==> src/rtl/store_lane_buffer.sv <==
// Store path from regfile to data RAM: lane alignment plus an in-order DEPTH-entry FIFO
// drained over a req/ack port. Optional macro MISALIGN_TRAP_EN drops misaligned stores and flags them.
module store_lane_buffer #(
  parameter int unsigned ADDR_BITS = 32,
  parameter int unsigned DATA_BITS = 32,
  parameter int unsigned DEPTH     = 4
) (
  input  logic                                    clk,
  input  logic                                    rst_n,
  input  logic                                    st_valid,
  output logic                                    st_ready,
  input  logic [ADDR_BITS-1:0]                    st_addr,
  input  logic [DATA_BITS-1:0]                    st_data,
  input  logic [1:0]                              st_size,
  output logic                                    mem_req,
  input  logic                                    mem_ack,
  output logic [ADDR_BITS-$clog2(DATA_BITS/8)-1:0] mem_addr,
  output logic [DATA_BITS-1:0]                    mem_din,
  output logic [DATA_BITS/8-1:0]                  mem_sel,
  output logic                                    empty,
  output logic                                    misalign
);

  localparam int unsigned SEL_W = DATA_BITS / 8;
  localparam int unsigned OFF   = $clog2(SEL_W);
  localparam int unsigned WA_W  = ADDR_BITS - OFF;
  localparam int unsigned PTR_W = $clog2(DEPTH);
  localparam int unsigned CNT_W = PTR_W + 1;

  logic [1:0]           w_size;
  logic [OFF-1:0]       w_lo_mask;
  logic [OFF-1:0]       w_lane;
  logic [SEL_W-1:0]     w_sel;
  logic [DATA_BITS-1:0] w_data_lo;
  logic [DATA_BITS-1:0] w_din;
  logic                 w_push;
  logic                 w_enq;
  logic                 w_pop;

  logic [WA_W-1:0]      r_addr_q [DEPTH];
  logic [DATA_BITS-1:0] r_din_q  [DEPTH];
  logic [SEL_W-1:0]     r_sel_q  [DEPTH];
  logic [PTR_W-1:0]     r_wr_ptr;
  logic [PTR_W-1:0]     r_rd_ptr;
  logic [CNT_W-1:0]     r_count;

  // Dword on a 32-bit RAM degrades to word.
  always_comb begin
    w_size = st_size;
    if (DATA_BITS == 32 && st_size == 2'b11) w_size = 2'b10;
  end

  // Lane select and lane-shifted data for the incoming store.
  always_comb begin
    w_lo_mask = '0;
    for (int i = 0; i < int'(OFF); i++) w_lo_mask[i] = (i < int'(w_size));
    w_lane = st_addr[OFF-1:0] & ~w_lo_mask;
    w_sel  = '0;
    w_data_lo = '0;
    for (int b = 0; b < int'(SEL_W); b++) begin
      w_sel[b] = (b >= int'(w_lane)) && (b < int'(w_lane) + (1 << int'(w_size)));
      if (b < (1 << int'(w_size))) w_data_lo[8*b +: 8] = st_data[8*b +: 8];
    end
    w_din = w_data_lo << {w_lane, 3'b000};
  end

  assign st_ready = (r_count < CNT_W'(DEPTH));
  assign empty    = (r_count == '0);
  assign mem_req  = !empty;
  assign w_push   = st_valid && st_ready;
  assign w_pop    = mem_req && mem_ack;

`ifdef MISALIGN_TRAP_EN
  logic w_mis;
  logic r_misalign;

  assign w_mis    = |(st_addr[OFF-1:0] & w_lo_mask);
  assign w_enq    = w_push && !w_mis;
  assign misalign = r_misalign;

  // Misaligned store is consumed but only reported, for exactly one cycle.
  always_ff @(posedge clk or negedge rst_n) begin
    if (!rst_n) r_misalign <= 1'b0;
    else        r_misalign <= w_push && w_mis;
  end
`else
  assign w_enq    = w_push;
  assign misalign = 1'b0;
`endif

  // Entry storage is intentionally not reset; validity comes from the count.
  always_ff @(posedge clk) begin
    if (w_enq) begin
      r_addr_q[r_wr_ptr] <= st_addr[ADDR_BITS-1:OFF];
      r_din_q[r_wr_ptr]  <= w_din;
      r_sel_q[r_wr_ptr]  <= w_sel;
    end
  end

  always_ff @(posedge clk or negedge rst_n) begin
    if (!rst_n) begin
      r_wr_ptr <= '0;
      r_rd_ptr <= '0;
      r_count  <= '0;
    end else begin
      if (w_enq) r_wr_ptr <= r_wr_ptr + PTR_W'(1);
      if (w_pop) r_rd_ptr <= r_rd_ptr + PTR_W'(1);
      case ({w_enq, w_pop})
        2'b10:   r_count <= r_count + CNT_W'(1);
        2'b01:   r_count <= r_count - CNT_W'(1);
        default: r_count <= r_count;
      endcase
    end
  end

  // Head payload is zeroed whenever there is no request.
  always_comb begin
    mem_addr = '0;
    mem_din  = '0;
    mem_sel  = '0;
    if (mem_req) begin
      mem_addr = r_addr_q[r_rd_ptr];
      mem_din  = r_din_q[r_rd_ptr];
      mem_sel  = r_sel_q[r_rd_ptr];
    end
  end

endmodule

==> config.mk <==
export PLATFORM = sky130hd
export DESIGN_NAME = store_lane_buffer
export DESIGN_NICKNAME = d
export VERILOG_FILES = /design/src/rtl/store_lane_buffer.sv
export SDC_FILE = /design/constraint.sdc
export NUM_CORES = 1
export LEC_CHECK = 0
export ABC_AREA = 1
export CAP_MARGIN = 20
export CORE_MARGIN = 2
export CORE_UTILIZATION = 56
export CTS_CLUSTER_SIZE = 40
export DETAILED_ROUTE_END_ITERATION = 10
export GPL_ROUTABILITY_DRIVEN = 0
export PLACE_DENSITY = 0.76
export SYNTH_ARGS = -nofsm -noshare
export SYNTH_HDL_FRONTEND = slang
export SYNTH_SLANG_ARGS = --single-unit
==> constraint.sdc <==
create_clock -name clk -period 4.7 [get_ports clk]
set_clock_uncertainty 0.15 [all_clocks]
set_input_delay 0.94 -clock clk [delete_from_list [all_inputs] [get_ports clk]]
set_output_delay 0.94 -clock clk [all_outputs]
set_load 0.05 [all_outputs]
# After elaboration in Yosys (flattened, before gate mapping)
# Memory sizes are Yosys's and may differ from the RTL's.
# Index checks and enable logic that the tools add are counted.
[classes]
add_sub_neg = 5
n_lt_le_gt_ge = 14
n_eq_ne = 3
n_shift = 2
muxes = 11
n_bitwise = 2
reduce_logical = 8
[op_table]
columns = ["operator", "count"]
rows = [
  ["< comparator 3 x 32 -> 1 bit, first input constant", 4],
  ["< comparator 1 x 32 -> 1 bit, first input constant", 2],
  ["< comparator 2 x 32 -> 1 bit, first input constant", 2],
  ["adder 3 x 32 -> 32 bit", 1],
  ["two-way mux 32 bit", 1],
  ["two-way mux 8 bit", 4],
  ["left shift 1 x 2 -> 32 bit, first input constant", 1],
  ["left shift 32 x 5 -> 32 bit", 1],
  ["two-way mux 30 bit", 1],
  ["case mux 3 bit (2 select lines)", 1],
  ["logical AND 1 bit", 5],
  ["adder 2 x 1 -> 2 bit, second input constant", 2],
  ["== test 2 bit, second input constant", 2],
  ["greater-or-equal comparator 1 x 2 -> 1 bit, first input constant", 2],
  ["< comparator 1 x 2 -> 1 bit, first input constant", 2],
  ["two-way mux 4 bit", 1],
  ["adder 3 x 1 -> 3 bit, second input constant", 1],
  ["zero test 3 bit", 1],
  ["< comparator 3 bit, second input constant", 1],
  ["subtractor 3 x 1 -> 3 bit, second input constant", 1],
  ["AND 2 bit", 1],
  ["== test 2 x 1 -> 1 bit, second input constant", 1],
  ["greater-or-equal comparator 2 bit, first input constant", 1],
  ["two-way mux 1 bit", 2],
  ["4 further kinds", 4],
]
[totals]
regBits = 7
ramBits = 264
input_bits = 70
out_inout_bits = 70
word_cells = 51
n_memories = 3
[memory_table]
columns = ["name", "depth", "word_bits", "rd", "rd_ports_with_merged_regs", "wr", "line_no", "text"]
rows = [
  ["r_din_q", 4, 32, 1, 0, 1, "41", "logic [DATA_BITS-1:0] r_din_q [DEPTH];"],
  ["r_addr_q", 4, 30, 1, 0, 1, "40", "logic [WA_W-1:0] r_addr_q [DEPTH];"],
  ["r_sel_q", 4, 4, 1, 0, 1, "42", "logic [SEL_W-1:0] r_sel_q [DEPTH];"],
]

# Depth between registers and ports, before layout
# Gate-level depths: netlist of run 1.
[depth]
depth_word = 8
mapped_depth = 12
depth_no_buf = 11

# Least setup slack after synthesis of run 1
# No wires, ideal clock.
[synth_path]
path_type = "input -> register"
start = "input port st_valid"
end = "memory r_addr_q[0][0] (netlist bit) (enable)"
setup_ns = 0.491
arrival_ns = 3.890
t_required_ns = 4.059
setup_slack_ns = 0.169
stages = 2
n_path_buf = 0
cell_sequence = "nand2_1 > nor2_1"
[synth_between]
elab_chain_cells = 3
[synth_rtl]
columns = ["item", "line_no", "text"]
rows = [
  ["start, declared", "10", "input logic st_valid,"],
  ["logical AND 1 bit", "70", "assign w_push = st_valid && st_ready;"],
  ["two-way mux 1 bit", "93", "if (w_enq) begin"],
  ["two-way mux 1 bit (implied by the code)", "94", "r_addr_q[r_wr_ptr] <= st_addr[ADDR_BITS-1:OFF];"],
  ["end, declared", "40", ""],
]
# No other way between the ends.

# Worst setup path in the final report of run 1
[layout_path]
start = "register r_rd_ptr[0]"
end = "output port mem_addr[29]"
[layout_between]
elab_chain_cells = 2
[layout_rtl]
columns = ["item", "line_no", "text"]
rows = [
  ["start, declared", "44", "logic [PTR_W-1:0] r_rd_ptr;"],
  ["start signal, assigned", "107", "if (w_pop) r_rd_ptr <= r_rd_ptr + PTR_W'(1);"],
  ["memory read (4 x 30 bit)", "-", ""],
  ["two-way mux 30 bit", "121", "if (mem_req) begin"],
  ["end, declared", "17", "output logic [ADDR_BITS-$clog2(DATA_BITS/8)-1:0] mem_addr,"],
]
# No other way between the ends.

==> metrics.cfg, run 1 <==
[synth]
yosysUniqueCellTypes = 22
synth_top_cell_by_area = edfxtp_1
async_reset_ff_share_pct = 2.58
yosys-top-cells-area = edfxtp_1 67%, nand2_1 15%, inv_1 4.7%
synth_edf_count = 264
netlist_area_sq_um = 11800
yosys_warnings = 0
ys_ff_latch = 271
yosysSeqAreaShare_pct = 68.4
synth_top_area_share_pct = 66.9
ys.flop_type = edfxtp_1
syn-num-nets = 1233
postSynthAreaPerCell_sq_um = 10.2
netlist_instances = 1156

[global_route]
grt_pass1_wl_um = 40300
grt_pass1_vias = 7659
track_usage_pct = 23.6
grt_max_degree = 135
antenna_found_initial = 0
gr-total-overflow = 0

[place]
numPortBuffers = 138
dpl_worst_slack_ns = 1.07
dp_hpwl_um = 15600

[die]
core_area_sq_um = 20900
rows = 53
fp.dieArea_sq_um = 22300
num_io_pins = 140
fp.dieW_um = 149
start_util_pct = 56.7
die_height_um = 149

[sta]
hold_ws_ns = 0.323
drv_slew = 0
finalHoldViolCount = 0
rsz0062_at_grt = false
min_period_ns = 4.14
setup_viol = 0
period_share_pct = 88.0
relSlewSlack_pct = 40.6
tightest_slew_ns = 0.891
fin_setup_tns_ns = 0
finalWorstSetupSlack_ns = 0.562
max_freq_mhz = 242

[routing]
drc = 0
vias = 8033
drt-pass1-iter-count = 5
viasPerCell = 5.11
routedWlPerCell_um = 16.7
detail-route-antenna-nets = 0
drt_iter0_markers = 604
drt_wl_total_um = 26200

[cts]
cts_setup_buffers = 0
cts_hold_buffers = 0
cts_tree = built
clockRootBuffer = clkbuf_16
cts_resized = 0
cts_buffer_depth = 3
cts_buffers = 27
clk_latency_ns = 0.52
clk_pin_slew_ns = 0.06
htreeDepth = 1
cts.sinks = 271

[setup_path]
path_class = reg -> out
required_ns = 3.61
arrival_ns = 3.05
crit_fanout = 49
timing.rr.start = r_count[2]$_DFFE_PN0P_
start_kind = flop
end_kind = output port
timing.rr.end = r_din_q[1][15]$_DFFE_PP_
r2r_slack_ns = 2.27
worstRegToRegCells = 4

[layout]
fillCellCount = 1554
syn2layout_area_growth_pct = 20.3
register_area_sq_um = 8110
multiInputGateArea_sq_um = 2840
n_antenna_cell = 0
nets = 1358
drive_above_1_share_pct = 5.01

[run]
maxCapViolCount = 0

[worst_hold_path]
min_path_type = reg -> reg
worstHoldStart = r_count[0]$_DFFE_PN0P_
hold_path_end = r_count[0]$_DFFE_PN0P_
worstHoldPathCells = 1

[power_and_ir_drop]
peakVddDrop_mv = 0.522
p_leak_nw = 5.95
finalPower_mw = 10.2
cellInternalPower_mw = 5.68
pwr-share-comb_pct = 49.8
p_seq_share_pct = 31.3
p_clk_share_pct = 18.9
p_per_area_nw_per_um2 = 715
switching_share_pct = 44.3
power.switching_mw = 4.51

[run_status]
status = completed

[how the worst max path moves through the flow]
stage / from / end / slack [ns] / cells past startpoint
3_5_place_dp: r_rd_ptr[0]$_DFFE_PN0P_ / mem_sel[2] / 1.07 / 7
4_1_cts: r_rd_ptr[0]$_DFFE_PN0P_ / mem_sel[2] / 0.52 / 7
6_report: r_rd_ptr[0]$_DFFE_PN0P_ / mem_addr[29] / 0.56 / 7
3_3_place_gp: r_rd_ptr[0]$_DFFE_PN0P_ / mem_sel[0] / 1.12 / 7
2_1_floorplan: st_valid / r_addr_q[0][0]$_DFFE_PP_ / 0.17 / 2
5_1_grt: r_rd_ptr[0]$_DFFE_PN0P_ / mem_addr[29] / 0.35 / 7
[critical path, stage by stage, from the launching register on]
cell and delay, ns:
dfrtp_4 0.50, inv_4 0.42, buf_12 0.27, nand2_1 0.08, nand2_1 0.07, nand2_1 0.05, a21oi_1 0.25, clkdlybuf4s50_1 0.85
[synthesized netlist by cell type, types with 2 or more instances]
master	instances
nand2_1	470
edfxtp_1	264
inv_1	149
nand3_1	78
a21oi_1	76
buf_2	34
nor2_1	20
clkbuf_1	12
o21ai_0	10
buf_4	9
dfrtp_1	7
ha_1	6
inv_2	6
buf_6	5
nand4_1	2
xnor2_1	2
[state kept, by name (all words and copies together), names as in the netlist]
name / cells
r_din_q: 128
r_count: 3
r_addr_q: 120
r_wr_ptr: 2
r_rd_ptr: 2
r_sel_q: 16
[metrics by stage]
step	util, %	instance area [sq um]	std cells
2_1_floorplan	-	11800	1156
3_3_place_gp	64.5	13500	1527
3_5_place_dp	64.5	13500	1527
4_1_cts	68.2	14200	1572
5_1_grt	68.2	14200	1572
6_report	68.2	14200	1572
[layout make-up]
cell class,count,share of cell area (%)
repair buffers,156,11.1
well taps,275,2.42
flip-flops and latches,271,56.9
multi-input cells,669,20.0
clock buffers,38,5.03
clock inverters,7,0.387
inverters,156,4.13
[cell families after synthesis]
group	Yosys count	synth area share (%)
xor gates and xnor gates	3	0.222
buffers and inverters	216	7.83
AOI/OAI and AO/OA	86	3.63
DFF	271	68.4
adders and majority gates	7	0.803
and+or+nand+nor	572	19.1
other	1	0.0317
[layer usage]
layer	GRT usage, %	share of wire, %
met5	0	0
met4	6.05	1.5
met3	3.54	7.3
met2	40.0	49
met1	32.2	42
[cell usage in the layout (no fill, tap or decap), types with 4 or more instances in the layout]
cell	instances
nand2_1	470
edfxtp_1	264
inv_1	149
clkdlybuf4s50_1	136
nand3_1	78
a21oi_1	76
clkbuf_16	27
nor2_1	16
buf_4	14
clkbuf_1	11
o21ai_0	10
inv_2	6
ha_1	6
buf_12	6
dfrtp_1	5
nor2_4	4
clkinv_1	4
[power by group through the flow]
stage          clock, mW  combinational (mW)  sequential (mW)
6_report            1.92                5.07             3.19
5_1_grt             2.05                5.43             3.22
4_1_cts             1.95                5.11             3.19
3_5_place_dp           0                5.09             3.24
3_3_place_gp           0                5.04             3.22
2_1_floorplan          0                3.51             3.25
Power figures use the tool's default switching activity.
==> run 2: changes to the inputs <==
--- a/config.mk
+++ b/config.mk
@@ -8,11 +8,12 @@
 export ABC_AREA = 1
 export CAP_MARGIN = 20
 export CORE_MARGIN = 2
-export CORE_UTILIZATION = 56
+export CORE_UTILIZATION = 37
 export CTS_CLUSTER_SIZE = 40
 export DETAILED_ROUTE_END_ITERATION = 10
 export GPL_ROUTABILITY_DRIVEN = 0
-export PLACE_DENSITY = 0.76
+export HOLD_SLACK_MARGIN = 0.08
+export PLACE_DENSITY = 0.53
 export SYNTH_ARGS = -nofsm -noshare
 export SYNTH_HDL_FRONTEND = slang
 export SYNTH_SLANG_ARGS = --single-unit
==> metrics.cfg, run 2 (synthesis gave the netlist of run 1 again) <==
[run_status]
status = completed

[global_route]
grt_pass1_vias = 7454  ; -2.7%
track_usage_pct = 16.9  ; -6.7 points
antenna_found_initial = 0  ; unchanged
grt_max_degree = 135  ; unchanged
gr-total-overflow = 0  ; unchanged
grt_pass1_wl_um = 43400  ; +7.5%

[routing]
viasPerCell = 4.61  ; -9.7%
drt_wl_total_um = 28200  ; +7.7%
routedWlPerCell_um = 16.5  ; -0.92%
drt-pass1-iter-count = 6  ; +1
drt_iter0_markers = 427  ; -29%
drc = 0  ; unchanged
detail-route-antenna-nets = 0  ; unchanged
vias = 7880  ; -1.9%

[sta]
max_freq_mhz = 244  ; +0.82%
rsz0062_at_grt = false
finalHoldViolCount = 0  ; unchanged
fin_setup_tns_ns = 0  ; unchanged
period_share_pct = 87.3  ; -0.71 points
tightest_slew_ns = 0.751  ; -0.140 ns
drv_slew = 0  ; unchanged
min_period_ns = 4.10  ; -0.0335 ns
setup_viol = 0  ; unchanged
relSlewSlack_pct = 49.8  ; +9.2 points

[cts]
cts_tree = built
cts_setup_buffers = 0  ; unchanged
cts_buffers = 29  ; +7.4%
cts_buffer_depth = 3  ; unchanged
clockRootBuffer = clkbuf_16
clk_pin_slew_ns = 0.06  ; about the same
clk_latency_ns = 0.53  ; about the same
cts_hold_buffers = 0  ; unchanged
cts_resized = 0  ; unchanged
htreeDepth = 1  ; unchanged
cts.sinks = 271  ; unchanged

[setup_path]
arrival_ns = 3.01  ; -0.04 ns
start_kind = flop
end_kind = output port
crit_fanout = 40  ; -18%
required_ns = 3.61  ; about the same
path_class = reg -> out

[layout]
syn2layout_area_growth_pct = 21.8
mostFrequentLayoutCells = 470 x nand2_1, 264 x edfxtp_1, 149 x inv_1
nets = 1363  ; +0.37%
n_antenna_cell = 0  ; unchanged
top_register = r_din_q
fillCellCount = 2904  ; +87%
multiInputGateArea_sq_um = 2840  ; unchanged
register_area_sq_um = 8110  ; unchanged
largest_register_ffs = 128  ; unchanged
largestRegisters = r_din_q x128, r_addr_q x120, r_sel_q x16
drive_above_1_share_pct = 7.89  ; +2.9 points
layout_commonest_cell = nand2_1

[power_and_ir_drop]
p_leak_nw = 6.04  ; +1.4%
finalPower_mw = 10.3  ; +0.96%
p_per_area_nw_per_um2 = 713  ; -0.35%
peakVddDrop_mv = 0.438  ; -16%

[die]
start_util_pct = 37.5  ; -19 points
fp.dieW_um = 183  ; +22%
core_area_sq_um = 31600  ; +51%
fp.dieArea_sq_um = 33500  ; +50%
num_io_pins = 140  ; unchanged
die_height_um = 183  ; +22%
rows = 65  ; +23%

[place]
dp_hpwl_um = 16700  ; +7.5%
numPortBuffers = 138  ; unchanged

[worst_hold_path]
min_path_type = reg -> reg

[run]
maxCapViolCount = 0  ; unchanged

## run 2: stage by stage
| step | utilization [%] | instance area, sq um | hold slack [ns] | setup slack, ns | std cells |
|---|---|---|---|---|---|
| 2_1_floorplan | - | 11800 | 0.296 | 0.169 | 1156 |
| 3_3_place_gp | 43.1 | 13600 | 0.315 | 0.991 | 1657 |
| 3_5_place_dp | 43.1 | 13600 | 0.314 | 0.923 | 1657 |
| 4_1_cts | 45.7 | 14400 | 0.325 | 0.590 | 1708 |
| 5_1_grt | 45.7 | 14400 | 0.340 | 0.472 | 1708 |
| 6_report | 45.7 | 14400 | 0.329 | 0.596 | 1708 |
## run 2: path summary, 6_finish.rpt
path	startpoint	end	slack, ns	depth (start not counted)
setup / recovery	r_rd_ptr[0]$_DFFE_PN0P_	mem_din[15]	0.60	7
hold reg to reg	r_count[0]$_DFFE_PN0P_	r_count[0]$_DFFE_PN0P_	0.33	1
setup reg to reg	r_count[2]$_DFFE_PN0P_	r_din_q[0][3]$_DFFE_PP_	2.40	4
max in group asynchronous	rst_n	r_rd_ptr[0]$_DFFE_PN0P_	3.58	1
min in group asynchronous	rst_n	r_rd_ptr[0]$_DFFE_PN0P_	0.53	1
hold / removal	r_count[0]$_DFFE_PN0P_	r_count[0]$_DFFE_PN0P_	0.33	1
## run 2: critical path: stages, from the launching register on
cell             delay [ns]
dfrtp_4                0.50
inv_4                  0.37
buf_12                 0.28
nand2_1                0.08
nand2_1                0.07
nand2_1                0.05
a21oi_1                0.23
clkdlybuf4s50_1        0.86
## run 2: layout make-up
class	instances	share of cell area, %
Multi-Input combinational cell	669	19.7
Sequential cell	271	56.2
Timing Repair Buffer	159	10.9
Clock buffer	35	5.19
Inverter	156	4.08
Tap cell	402	3.49
Clock inverter	16	0.494
## run 2: power by group
group          internal (mW)  leakage, nW  switching [mW]
sequential              3.10         2.50          0.0848
combinational           1.43         3.14            3.69
clock                   1.12        0.396           0.874
total                   5.64         6.04            4.64
## run 2: per-layer routing
layer	vias to the layer above	wire length, um	global-route usage, %
met3	29	1660	3.12
met4	0	405	3.49
met2	210	13100	27.7
met5	-	0	0
met1	3653	13100	23.7
li1	3988	-	-
